--- src/rtl/reg_cmd_master.sv ---
// Command-frame initiator for the system register file.
// Decodes write frames (WR_CMD, addr, data) and read frames (RD_CMD, addr)
// arriving as byte strobes from the UART RX path. It drives single-cycle
// WrEn/RdEn pulses towards the register file and returns read data to the
// UART TX path.
//
// TX handshake: TX_Valid rises together with TX_Data and both stay frozen
// until a rising CLK edge on which TX_Valid & TX_Ready are both high. That
// edge transfers the byte, and TX_Valid is low from the next cycle on.
module reg_cmd_master #(
  parameter int                        Address_Width  = 4,
  parameter int                        Register_Width = 8,
  parameter logic [Register_Width-1:0] WR_CMD         = 8'hAA,
  parameter logic [Register_Width-1:0] RD_CMD         = 8'hBB,
  parameter int                        TIMEOUT        = 15
) (
  input  logic                      CLK,
  input  logic                      RST,
  input  logic [Register_Width-1:0] RX_Data,
  input  logic                      RX_Valid,
  output logic                      WrEn,
  output logic                      RdEn,
  output logic [Address_Width-1:0]  Address,
  output logic [Register_Width-1:0] WrData,
  input  logic [Register_Width-1:0] RdData,
  input  logic                      RdData_Valid,
  output logic [Register_Width-1:0] TX_Data,
  output logic                      TX_Valid,
  input  logic                      TX_Ready,
  output logic                      Busy,
  output logic                      Cmd_Error,
  output logic                      Rx_Drop,
  output logic [2:0]                dbg_state
);

  typedef enum logic [2:0] {
    IDLE    = 3'd0,
    WR_ADDR = 3'd1,
    WR_DATA = 3'd2,
    WR_EXEC = 3'd3,
    RD_ADDR = 3'd4,
    RD_REQ  = 3'd5,
    RD_WAIT = 3'd6,
    TX_SEND = 3'd7
  } state_t;

  // Last RD_WAIT count before the read is abandoned.
  localparam logic [3:0] TO_LAST = 4'(TIMEOUT - 1);

  state_t                    state;
  state_t                    state_next;
  logic [3:0]                cnt;
  logic [3:0]                cnt_next;
  logic [Address_Width-1:0]  addr_next;
  logic [Register_Width-1:0] wdata_next;
  logic [Register_Width-1:0] tdata_next;
  logic                      tvalid_next;
  logic                      err_next;
  logic                      drop_next;
  logic                      addr_bad;

  // An address byte is illegal if any bit above the address field is set.
  assign addr_bad  = (RX_Data >> Address_Width) != '0;
  assign dbg_state = state;

  // State register and all registered outputs; the pulses are derived from
  // the state being entered so they line up exactly with that state.
  always_ff @(posedge CLK) begin
    if (RST) begin
      state     <= IDLE;
      cnt       <= 4'd0;
      WrEn      <= 1'b0;
      RdEn      <= 1'b0;
      Address   <= '0;
      WrData    <= '0;
      TX_Data   <= '0;
      TX_Valid  <= 1'b0;
      Busy      <= 1'b0;
      Cmd_Error <= 1'b0;
      Rx_Drop   <= 1'b0;
    end else begin
      state     <= state_next;
      cnt       <= cnt_next;
      WrEn      <= (state_next == WR_EXEC);
      RdEn      <= (state_next == RD_REQ);
      Address   <= addr_next;
      WrData    <= wdata_next;
      TX_Data   <= tdata_next;
      TX_Valid  <= tvalid_next;
      Busy      <= (state_next != IDLE);
      Cmd_Error <= err_next;
      Rx_Drop   <= drop_next;
    end
  end

  // Frame decoding, read wait/timeout and TX handshake: next state and next
  // values of the held registers.
  always_comb begin
    state_next  = state;
    cnt_next    = cnt;
    addr_next   = Address;
    wdata_next  = WrData;
    tdata_next  = TX_Data;
    tvalid_next = TX_Valid;
    err_next    = 1'b0;
    drop_next   = 1'b0;
    unique case (state)
      IDLE: begin
        if (RX_Valid) begin
          if (RX_Data == WR_CMD)      state_next = WR_ADDR;
          else if (RX_Data == RD_CMD) state_next = RD_ADDR;
          else                        err_next   = 1'b1;
        end
      end
      WR_ADDR, RD_ADDR: begin
        if (RX_Valid) begin
          if (addr_bad) begin
            err_next   = 1'b1;
            state_next = IDLE;
          end else begin
            addr_next  = RX_Data[Address_Width-1:0];
            state_next = (state == WR_ADDR) ? WR_DATA : RD_REQ;
          end
        end
      end
      WR_DATA: begin
        if (RX_Valid) begin
          wdata_next = RX_Data;
          state_next = WR_EXEC;
        end
      end
      WR_EXEC: begin
        drop_next  = RX_Valid;
        state_next = IDLE;
      end
      RD_REQ: begin
        // Any RdData_Valid seen here is stale and deliberately ignored.
        drop_next  = RX_Valid;
        cnt_next   = 4'd0;
        state_next = RD_WAIT;
      end
      RD_WAIT: begin
        drop_next = RX_Valid;
        if (RdData_Valid) begin
          tdata_next  = RdData;
          tvalid_next = 1'b1;
          state_next  = TX_SEND;
        end else if (cnt == TO_LAST) begin
          err_next   = 1'b1;
          state_next = IDLE;
        end else begin
          cnt_next = cnt + 4'd1;
        end
      end
      TX_SEND: begin
        drop_next = RX_Valid;
        if (TX_Ready) begin
          tvalid_next = 1'b0;
          state_next  = IDLE;
        end
      end
      default: state_next = IDLE;
    endcase
  end

endmodule

--- config.mk ---
export PLATFORM = sky130hd
export DESIGN_NAME = reg_cmd_master
export DESIGN_NICKNAME = d
export VERILOG_FILES = /design/src/rtl/reg_cmd_master.sv
export SDC_FILE = /design/constraint.sdc
export NUM_CORES = 1
export LEC_CHECK = 0
export BUFFER_PORTS_ARGS = -buffer_cell sky130_fd_sc_hd__buf_2
export CAP_MARGIN = 20
export CORE_MARGIN = 10
export CORE_UTILIZATION = 49
export CTS_CLUSTER_DIAMETER = 60
export DETAILED_ROUTE_END_ITERATION = 7
export PLACE_DENSITY_LB_ADDON = 0.2
export SYNTH_ARGS = -nofsm -noshare
export SYNTH_HDL_FRONTEND = slang
export SYNTH_SLANG_ARGS = --single-unit
--- constraint.sdc ---
create_clock -name CLK -period 2.4 [get_ports CLK]
set_input_delay 0.36 -clock CLK [delete_from_list [all_inputs] [get_ports CLK]]
set_output_delay 0.36 -clock CLK [all_outputs]
set_load 0.1 [all_outputs]
-- Yosys cells after proc, flatten, opt, wreduce, memory -nomap -nowiden
Index checks and enable logic that the tools add are counted.
W data, S select, Z words.
- output and inout bits: 29
- register bits after elaboration: 33
- input port bits: 21
- equality and inequality tests: 16
- reduce and logical (&&, ||, !) cells: 13
- add/sub/neg operators: 1
- bitwise logic cells: 2
- mux-type cells: 25
- operators with widths (kind ; number):
    $mux W3 ; 10
    $pmux W3 S7 ; 1
    $eq A8 B8 Y1 const B ; 2
    $eq A3 B3 Y1 const B ; 5
    $eq A3 B2 Y1 const B ; 3
    $mux W1 ; 9
    $reduce_and A3 Y1 ; 3
    $mux W4 ; 2
    $ne A2 B2 Y1 const B ; 4
    $pmux W4 S2 ; 1
    $reduce_bool A8 Y1 ; 1
    $add A4 B1 Y4 const B ; 1
    $eq A4 B4 Y1 const B ; 1
    $reduce_and A2 Y1 ; 2
    $reduce_bool A2 Y1 ; 2
    $reduce_or A2 Y1 ; 2
    $reduce_or A4 Y1 ; 1
    $eq A3 B1 Y1 const B ; 1
    $logic_not A3 Y1 ; 1
    $pmux W1 S3 ; 1
    $reduce_bool A3 Y1 ; 1
    $not A1 Y1 ; 2
    $pmux W1 S2 ; 1

-- Longest topological paths before layout
Gate-level depths: netlist of run 1.
- word-level depth: 6
- depth in mapped cells: 6

-- Worst setup path after synthesis of run 1
No wires, ideal clock.
- kind: reg2reg
- start: register state[2], in the netlist dbg_state[2]
- end: register cnt[1]
- library setup time: 71 ps
- path slack: 163 ps
- buffers on the path: 2
- stages on the path, launching flop included: 6
- arrival: 2166 ps
- period minus slack after synthesis: 2237 ps
- cell sequence: dfxtp_1 -> buf_2 -> buf_2 -> inv_1 -> or4_1 -> a21oi_1
- word-level cells in the longest chain between the ends: 3
- elaborated cells between the ends (all ways): 7
- classes of those cells: eq/ne (4); mux (1); reduce/logical (2)
- RTL lines (item ; line ; text):
    start, declared ; 50 ; state_t state;
    start signal, assigned ; 82 ; state <= state_next;
    $eq A3 B3 Y1 ; 107 ; unique case (state)
    $ne A2 B2 Y1 (no source line) / $reduce_bool A2 Y1 (equally long branches) ; - ;
    $reduce_and A3 Y1 (no source line) ; - ;
    end signal, assigned ; 83 ; cnt <= cnt_next;
    end, declared ; 52 ; logic [3:0] cnt;
Parallel ways exist; a longest one is shown, timed or not.
A chain may end at the register's enable or synchronous reset.

-- Worst setup path in the final report of run 1
- start: register state[2], in the netlist dbg_state[2]
- end: output dbg_state[2]
- RTL lines (item ; line ; text):
    end, declared ; 33 ; output logic [2:0] dbg_state
No word-level cell between the ends.

==> results of run 1 <==
[how the worst min path moves through the flow]
stage	slack [ps]	end	cells past startpoint
6_report	250	TX_Data[3]	3
4_1_cts	240	TX_Data[5]	3
3_3_place_gp	440	TX_Data[6]	2
3_5_place_dp	450	TX_Data[3]	2
5_1_grt	240	TX_Data[2]	3
2_1_floorplan	480	cnt[1]	2
[metrics by stage]
stage                     instances  setup WS (ps)  hold slack, ps  util (%)  total power [mW]
after global placement          256            502             440      59.3             0.622
after detailed placement        256            437             449      59.3             0.623
after CTS                       264            423             241      61.1             0.923
after global routing            264            328             236      61.1             0.959
final                           264            430             249      61.1             0.910
after floorplan                 171            163             483         -             0.593
[layout make-up]
cell class,count,area share (%)
sequential,33,35.7
clock inverter,3,0.947
inverter,2,0.406
clock buffer,5,2.03
timing repair buffer,51,14.1
tap,44,2.97
multi-input combinational,126,43.9
[kinds of logic after synthesis]
group	Yosys count
AOI/OAI and AO/OA	32
xor gates and xnor gates	2
adders and majority gates	3
buffers and inverters	12
DFF	33
muxes	14
and+or+nand+nor	75
[routing by layer]
layer / routed length, µm / vias up / part of all wire (%) / track usage [%]
li1: - / 710 / - / -
met1: 1720 / 671 / 44 / 16.3
met2: 1810 / 47 / 47 / 24.2
met3: 298 / 6 / 7.7 / 6.12
met4: 45 / 0 / 1.2 / 4.54
met5: 0 / - / 0 / 0
[registers in the layout (all words and copies together), names as in the netlist]
register,count
Address,4
Busy,1
Cmd_Error,1
RdEn,1
Rx_Drop,1
TX_Data,8
TX_Valid,1
WrData,8
WrEn,1
cnt,4
dbg_state,3
[worst register-to-register path, delay by kind of cell, from the launching register on]
family / cells / cell delay [ps]
DFF: 1 / 740
and+or+nand+nor: 2 / 320
AOI/OAI and AO/OA: 2 / 700
[cells in the final DEF, fill, tap and decap left out, drive strengths merged, types with 3 or more instances in the layout]
cell type	Yosys	routed
mux2i	12	12
clkbuf	7	5
buf	3	51
nand2b	4	4
nor3b	3	3
nor2	20	20
o21ai	4	4
nand2	20	20
a21oi	13	13
dfxtp	33	33
nor3	7	7
[power by group]
part / switching [mW] / leakage [nW] / total, mW / internal (mW)
Sequential: 0.000427 / 0.266 / 0.549 / 0.548
Clock: 0.189 / 0.0310 / 0.299 / 0.110
Combinational: 0.0392 / 0.509 / 0.0622 / 0.0231
Total: 0.228 / 0.806 / 0.910 / 0.682
==> metrics.md, run 1 <==
| Metric | Value |
|---|---|
| Endpoints failing setup | `0` |
| HP Class | `in -> reg` |
| Num CTS Buffers | `5` |
| DRC errors left | `0` |
| Routed Antenna Nets | `0` |
| Reg clk slew, reported paths | `110 ps` |
| Setup crit end | `dbg_state[2]` |
| Seq cells post-synth | `33` |
| R2R Setup Slk | `between 500 and 600 ps` |
| Vert. Die Dim | `75.8 µm` |
| Inserted Diodes | `0` |
| Total of max-cap violations | `0` |
| Top FF cell, synth | `dfxtp_1` |
| Via Count | `approximately 1400` |
| RSZ-0062 raised after global routing | `false` |
| Initial Utilization | `50.5%` |
| End of the worst register-to-register path | `WrEn` |
| Footprint of the multi-input gates | `812 µm²` |
| Seq/Total Area, Yosys | `a little over two fifths` |
| R2r startpoint | `dbg_state[2]` |
| Adder-Cell Fraction of Synth Area | `approximately 2.3%` |
| Port Buf Inserts | `49` |
| Crit path largest cell delay | `740 ps` |
| Final period util | `82.1%` |
| Layout fillers | `around 280` |
| Aggregate routed wire length | `3.87 mm` |
| Setup Fix Bufs, Post-CTS | `0` |
| Final GP Congestion | `0.805` |
| Fin. max-slew vios | `0` |
| CP top delay family | `flip-flops` |
| GRT Util Overall | `14.5%` |
| Vias/cell | `5.43` |
| Critical path launch point | `dbg_state[2]` |
| Area share of the largest cell type after synthesis | `about 43%` |
| Initial drt markers | `82` |
| Compound-gate portion of the synthesized area | `roughly 14%` |
| Root buf cell | `clkbuf_4` |
| Net Count, Synth | `194` |
| CTS tree | `built` |
| Commonest cells in the netlist | `dfxtp_1 (33), nand2_1 (20), nor2_1 (19)` |
| Core area | `3030 µm²` |
| Setup crit end kind | `primary output` |
| Count of flip-flops with a built-in enable after synthesis | `0` |
| Leakage | `0.806 nW` |
| Post-Synth XOR/XNOR Area | `under 10%` |
| Post-route minimum period | `slightly below 2000 ps` |
| Crit Path Max Fanout | `19` |
| Die area | `between 5000 and 6000 µm²` |
| Die width | `75.8 µm` |
| Top-count cell post-synth | `dfxtp_1` |
| Peak VDD IR | `0.375 mV` |
| Top cells by area, synth | `dfxtp_1 (43%), mux2i_1 (7.9%), nand2_1 (4.9%), nor2_1 (4.7%), a21oi_1 (4.3%)` |
| Layout area overhead | `21.1%` |
| H-tree levels | `2` |
| Slew margin rel. | `57.4%` |
| First-pass GRT wire length | `6.42 mm` |
| Proportion of layout cells with a drive suffix above 1 | `29.5%` |
| Area post-placement | `around 1800 µm²` |
| CP Cell Sequence | `buf_2` |
| Fmax | `~510 MHz` |
| Area leader, netlist | `dfxtp_1` |
| Final hold violation count | `0` |
| Buffers and inverters on the worst path | `1` |
| Nets | `242` |
| Reg2Reg Depth | `4` |
| Slowest stage cell, crit path | `dfxtp_1` |
| CTS resizes | `0` |
| Critical Path AT | `1610 ps` |
| Outcome | `finished clean` |
| Crit path kind | `reg -> out` |
| Mux cell area share after synthesis | `9.34%` |
| Yosys Warn Count | `0` |
| Critical path depth in cells | `1` |
| Setup Total Neg Slack | `0 ps` |
| Row Count | `20` |
| Min-delay src | `RdData[3]` |
| Sequential cell area | `661 µm²` |
| Netlist cell types | `47` |
| Vias in the first global route | `1432` |
| Worst clock skew | `between 10 and 15 ps` |
| CP required | `2040 ps` |
| Hold_buf cts | `0` |
| Worst Tran Pin Value | `638 ps` |
| Initial antenna violation count | `0` |
| IO Pins | `50` |
| Pin count of the biggest net entering global routing | `37` |
| CTS Sinks | `33` |
| DP Wirelength | `2.92 mm` |
| Grt ovf | `0` |
| Pwr/cell area | `492 nW/µm²` |
| Wirelength per Cell | `14.7 µm` |
| Mapped Avg Cell Area | `8.93 µm²` |
| Post-Synth Simple-Gate Area | `between 20% and 30%` |
| Final Cell Area | `1850 µm²` |
| Worst skew pair latency | `340 ps` |
| Synthesized cell area | `1530 µm²` |
| Largest family of logic cells by synthesized area | `simple AND/OR/NAND/NOR gates` |
| Gate Count Post-Synth | `roughly 170` |
| Async S/R FF share, synth | `0%` |
| Iteration count of the initial detailed-routing pass | `4` |
| Worst-case clock buffer depth | `2` |
| CP startpoint kind | `flip-flop` |
(Power assumes the default switching activity.)
==> run 2: changes to the inputs <==
- clock period: 2.4 -> 2.04 ns (I/O delays scaled with it)
==> metrics.md, run 2 (same netlist as run 1, synthesis figures left out) <==
| Metric | Value |
|---|---|
| CTS resizes | `0 (unchanged)` |
| Hold_buf cts | `0 (unchanged)` |
| Worst skew pair latency | `340 ps (about the same)` |
| Routed Antenna Nets | `0 (unchanged)` |
| Initial antenna violation count | `0 (unchanged)` |
| Root buf cell | `clkbuf_4 (unchanged)` |
| Num CTS Buffers | `5 (unchanged)` |
| Final non-filler cell total | `263 (was 264)` |
| Peak VDD IR | `0.366 mV (was 0.375 mV)` |
| Most frequent cells in the layout | `buf_2 (49), dfxtp_1 (30), nand2_1 (20), nor2_1 (19), a21oi_1 (13) (was buf_2 (49), dfxtp_1 (33), nand2_1 (20), nor2_1 (19), a21oi_1 (13))` |
| Reg clk slew, reported paths | `100 ps (was 110 ps)` |
| Vert. Die Dim | `75.8 µm (unchanged)` |
| HP Class | `in -> reg (unchanged)` |
| Layout area overhead | `20.6% (was 21.1%)` |
| DP Wirelength | `2.90 mm (was 2.92 mm)` |
| RSZ-0062 raised after global routing | `false (unchanged)` |
| Vias/cell | `5.46 (was 5.43)` |
| Area post-placement | `1790 µm² (was 1800 µm²)` |
| Initial drt markers | `105 (was 82)` |
| Critical Path AT | `2050 ps (was 1610 ps)` |
| Die area | `5750 µm² (unchanged)` |
| Proportion of layout cells with a drive suffix above 1 | `30.1% (was 29.5%)` |
| Fin. max-slew vios | `0 (unchanged)` |
| GRT Util Overall | `14.7% (was 14.5%)` |
| DRC errors left | `0 (unchanged)` |
| Setup Total Neg Slack | `0 ps (unchanged)` |
| Final period util | `89.4%` |
| Slew margin rel. | `57.8% (was 57.4%)` |
| Post-route minimum period | `between 1500 and 2000 ps` |
| Initial Utilization | `50.5% (unchanged)` |
| CP required | `2270 ps (was 2040 ps)` |
| Worst slack at placement | `152 ps (was 437 ps)` |
| Dpl cells | `255 (was 256)` |
| Worst Tran Pin Value | `634 ps (was 638 ps)` |
| Crit path kind | `reg -> reg (was reg -> out)` |
| R2R Setup Slk | `220 ps (was 530 ps)` |
| Endpoints failing setup | `0 (unchanged)` |
| Wirelength per Cell | `14.9 µm (was 14.7 µm)` |
| Setup Fix Bufs, Post-CTS | `0 (unchanged)` |
| Pwr/cell area | `578 nW/µm² (was 492 nW/µm²)` |
| Pin count of the biggest net entering global routing | `37 (unchanged)` |
| Row Count | `20 (unchanged)` |
| Total power | `1.06 mW (was 910 µW)` |
| Worst clock skew | `11.6 ps (was 11.7 ps)` |
| Final setup margin | `217 ps (was 430 ps)` |
| Setup crit end kind | `flip-flop (was primary output)` |
| Top Registers | `TX_Data: 8 flops, WrData: 8 flops (unchanged)` |
| Total of max-cap violations | `0 (unchanged)` |
| Fmax | `549 MHz` |
| Core Util, Final | `60.9% (was 61.1%)` |
| H-tree levels | `2 (unchanged)` |
| Nets | `241 (was 242)` |
| Aggregate routed wire length | `3.91 mm (was 3.87 mm)` |
| First-pass GRT wire length | `6.44 mm (was 6.42 mm)` |
| Grt ovf | `0 (unchanged)` |
| Die width | `75.8 µm (unchanged)` |
| Final Cell Area | `1840 µm² (was 1850 µm²)` |
| CP startpoint kind | `flip-flop (unchanged)` |
| CTS Sinks | `33 (unchanged)` |
| Port Buf Inserts | `49 (unchanged)` |
| Final GP Congestion | `0.856 (was 0.805)` |
| Crit Path Max Fanout | `4 (was 19)` |
| Commonest non-fill, non-tap cell in the layout | `buf_2 (unchanged)` |
| Inserted Diodes | `0 (unchanged)` |
| Leakage | `0.803 nW (was 0.806 nW)` |
| Outcome | `finished clean (unchanged)` |
| Final hold violation count | `0 (unchanged)` |
| Vias in the first global route | `1448 (was 1432)` |
| CTS tree | `built (unchanged)` |
| Iteration count of the initial detailed-routing pass | `4 (unchanged)` |
| IO Pins | `50 (unchanged)` |
| Worst hold slack | `192 ps (was 249 ps)` |
| Via Count | `1437 (was 1434)` |
| Core area | `3030 µm² (unchanged)` |
| Worst-case clock buffer depth | `2 (unchanged)` |
==> run 2: cell count changes in the layout (fill, tap and decap cells not counted) <==
cell	previous run	this run
buf_4	2	1
clkbuf_1	0	1
clkinvlp_4	1	0
dfxtp_1	33	30
dfxtp_2	0	3
==> run 2: critical path, cell delays in order (launching register included) <==
cell,delay [ps]
dfxtp_1,380
inv_1,90
ha_1,210
and3_1,200
o31a_1,290
nor3_1,210
mux2_2,350
==> run 2: where the power goes <==
group | switching, mW | total, mW | internal (mW) | leakage, nW
clock | 0.215 | 0.346 | 0.131 | 0.0320
sequential | 0.000496 | 0.645 | 0.645 | 0.267
combinational | 0.0460 | 0.0731 | 0.0271 | 0.504
total | 0.261 | 1.06 | 0.803 | 0.803
==> run 2: cell type report <==
| type | instances | area [µm²] |
|---|---|---|
| timing repair buffer | 50 | 253 |
| clock inverter | 2 | 10.0 |
| tap | 44 | 55.1 |
| fill | 287 | 1180 |
| clock buffer | 6 | 41.3 |
| inverter | 2 | 7.51 |
| sequential | 33 | 664 |
| multi-input combinational | 126 | 812 |
==> run 2: worst paths after layout <==
check | cells after the start | startpoint | endpoint
setup / recovery | 6 | cnt[0] | cnt[3]
hold / removal | 3 | RdData[2] | TX_Data[2]
setup reg to reg | 6 | cnt[0] | cnt[3]
hold reg to reg | 2 | TX_Data[5] | TX_Data[5]
==> run 2: metal layers <==
metal  track usage (%)  wire length, µm  vias up  part of all wire [%]
met1              15.1             1590      671                    41
met2              24.8             1860       51                    47
met5                 0                0        -                     0
li1                  -                -      709                     -
met3              8.85              436        6                    11
met4              3.71               31        0                  0.79
==> run 3: changes to the inputs <==
--- a/constraint.sdc
+++ b/constraint.sdc
@@ -3,2 +3,2 @@
 set_output_delay 0.306 -clock CLK [all_outputs]
-set_load 0.1 [all_outputs]
+set_load 0.01 [all_outputs]
==> metrics.md, run 3 (same netlist as run 1, synthesis figures left out) <==
| Metric | Value |
|---|---|
| Setup Fix Bufs, Post-CTS | `0 (unchanged)` |
| Grt ovf | `0 (unchanged)` |
| DRC errors left | `0 (unchanged)` |
| Worst slack at placement | `150 ps (was 152 ps)` |
| Fin. max-slew vios | `0 (unchanged)` |
| Wirelength per Cell | `14.5 µm (was 14.9 µm)` |
| Worst skew pair latency | `350 ps (was 340 ps)` |
| DP Wirelength | `2.85 mm (was 2.90 mm)` |
| Endpoints failing setup | `0 (unchanged)` |
| Commonest non-fill, non-tap cell in the layout | `buf_2 (unchanged)` |
| Proportion of layout cells with a drive suffix above 1 | `29.9% (was 30.1%)` |
| Final Cell Area | `1890 µm² (was 1840 µm²)` |
| Setup crit end kind | `flip-flop (unchanged)` |
| Via Count | `1413 (was 1437)` |
| CP required | `2270 ps (about the same)` |
| Fmax | `536 MHz (was 549 MHz)` |
| Core area | `3030 µm² (unchanged)` |
| Crit Path Max Fanout | `19 (was 4)` |
| Final period util | `91.5% (was 89.4%)` |
| Vert. Die Dim | `75.8 µm (unchanged)` |
| Layout fillers | `262 (was 287)` |
| Hold_buf cts | `0 (unchanged)` |
| Initial antenna violation count | `0 (unchanged)` |
| Outcome | `finished clean (unchanged)` |
| Root buf cell | `clkbuf_4 (unchanged)` |
| Area post-placement | `1800 µm² (was 1790 µm²)` |
| Die width | `75.8 µm (unchanged)` |
| Vias/cell | `5.33 (was 5.46)` |
| Initial drt markers | `101 (was 105)` |
| Crit path kind | `reg -> reg (unchanged)` |
| Top layer used by detailed routing | `met4 (unchanged)` |
| Initial Utilization | `50.5% (unchanged)` |
| Routed Antenna Nets | `0 (unchanged)` |
| Post-route minimum period | `1870 ps (was 1820 ps)` |
| Final GP Congestion | `0.810 (was 0.856)` |
| Hold Path Depth | `3 (unchanged)` |
| Iteration count of the initial detailed-routing pass | `4 (unchanged)` |
| Final setup margin | `173 ps (was 217 ps)` |
| Reg2Reg Depth | `4 (was 6)` |
| H-tree levels | `2 (unchanged)` |
| Critical Path AT | `2090 ps (was 2050 ps)` |
| Total of max-cap violations | `0 (unchanged)` |
| Layout area overhead | `23.8% (was 20.6%)` |
| First-pass GRT wire length | `6.35 mm (was 6.44 mm)` |
| Nets | `243 (was 241)` |
| Leakage | `0.825 nW (was 0.803 nW)` |
| Die area | `5750 µm² (unchanged)` |
| Worst clock skew | `17.8 ps (was 11.6 ps)` |
| CTS Sinks | `33 (unchanged)` |
| Wire length on met1 | `1.63 mm (was 1.59 mm)` |
| Met2 routed WL | `1.77 mm (was 1.86 mm)` |
| Core Util, Final | `62.5% (was 60.9%)` |
| Setup Total Neg Slack | `0 ps (unchanged)` |
| GRT Util Overall | `14.5% (was 14.7%)` |
| Pwr/cell area | `654 nW/µm² (was 578 nW/µm²)` |
| CTS tree | `built (unchanged)` |
| CTS resizes | `0 (unchanged)` |
| Most frequent cells in the layout | `buf_2 (49), dfxtp_1 (33), nand2_1 (20), nor2_1 (19), a21oi_1 (13) (was buf_2 (49), dfxtp_1 (30), nand2_1 (20), nor2_1 (19), a21oi_1 (13))` |
| CP startpoint kind | `flip-flop (unchanged)` |
| Pin count of the biggest net entering global routing | `37 (unchanged)` |
| Aggregate routed wire length | `3.85 mm (was 3.91 mm)` |
| Total power | `1.24 mW (was 1.06 mW)` |
| Port Buf Inserts | `49 (unchanged)` |
| HP Class | `in -> reg (unchanged)` |
| Wire length on met3 | `397 µm (was 436 µm)` |
| Slew margin rel. | `54.8% (was 57.8%)` |
| Inserted Diodes | `0 (unchanged)` |
| IO Pins | `50 (unchanged)` |
| Num CTS Buffers | `5 (unchanged)` |
| Row Count | `20 (unchanged)` |
| Worst Tran Pin Value | `677 ps (was 634 ps)` |
| Top Registers | `TX_Data: 8 flops, WrData: 8 flops (unchanged)` |
| Peak VDD IR | `0.408 mV (was 0.366 mV)` |
| Final hold violation count | `0 (unchanged)` |
| Vias in the first global route | `1396 (was 1448)` |
| Reg clk slew, reported paths | `110 ps (was 100 ps)` |
| Worst-case clock buffer depth | `2 (unchanged)` |
| RSZ-0062 raised after global routing | `false (unchanged)` |
==> run 3: per-stage QoR <==
step | std cells | hold WS, ps
2_1_floorplan | 171 | 442
3_3_place_gp | 257 | 440
3_5_place_dp | 257 | 447
4_1_cts | 265 | 173
5_1_grt | 265 | 183
6_report | 265 | 182
==> run 3: path summary, 6_finish.rpt <==
kind                 from    endpoint  slack (ps)
min reg2reg    TX_Data[0]  TX_Data[0]         460
min             RdData[3]  TX_Data[3]         180
max reg2reg  dbg_state[2]        WrEn         170
max          dbg_state[2]        WrEn         170
==> run 3: where the power goes <==
part           switching (mW)  internal [mW]
sequential           0.000555          0.645
combinational          0.0372         0.0271
clock                   0.236          0.291
total                   0.274          0.963
==> run 3: area by class of cell <==
| type | count | area (µm²) | share of cell area, % |
|---|---|---|---|
| sequential | 33 | 661 | 34.9 |
| multi-input combinational | 126 | 812 | 42.9 |
| timing repair buffer | 52 | 268 | 14.2 |
| inverter | 2 | 7.51 | 0.397 |
| clock buffer | 6 | 51.3 | 2.71 |
| tap | 44 | 55.1 | 2.91 |
| clock inverter | 2 | 37.5 | 1.98 |
==> run 3: critical path, stage by stage (launching register included) <==
cell	delay, ps
dfxtp_1	760
nor2b_1	120
and4_1	190
a311o_1	330
a2111oi_2	360
==> run 3: routing by layer <==
| layer | global-route usage, % | vias up |
|---|---|---|
| li1 | - | 713 |
| met1 | 15.8 | 651 |
| met2 | 23.2 | 44 |
| met3 | 7.81 | 5 |
| met4 | 5.57 | 0 |
| met5 | 0 | - |
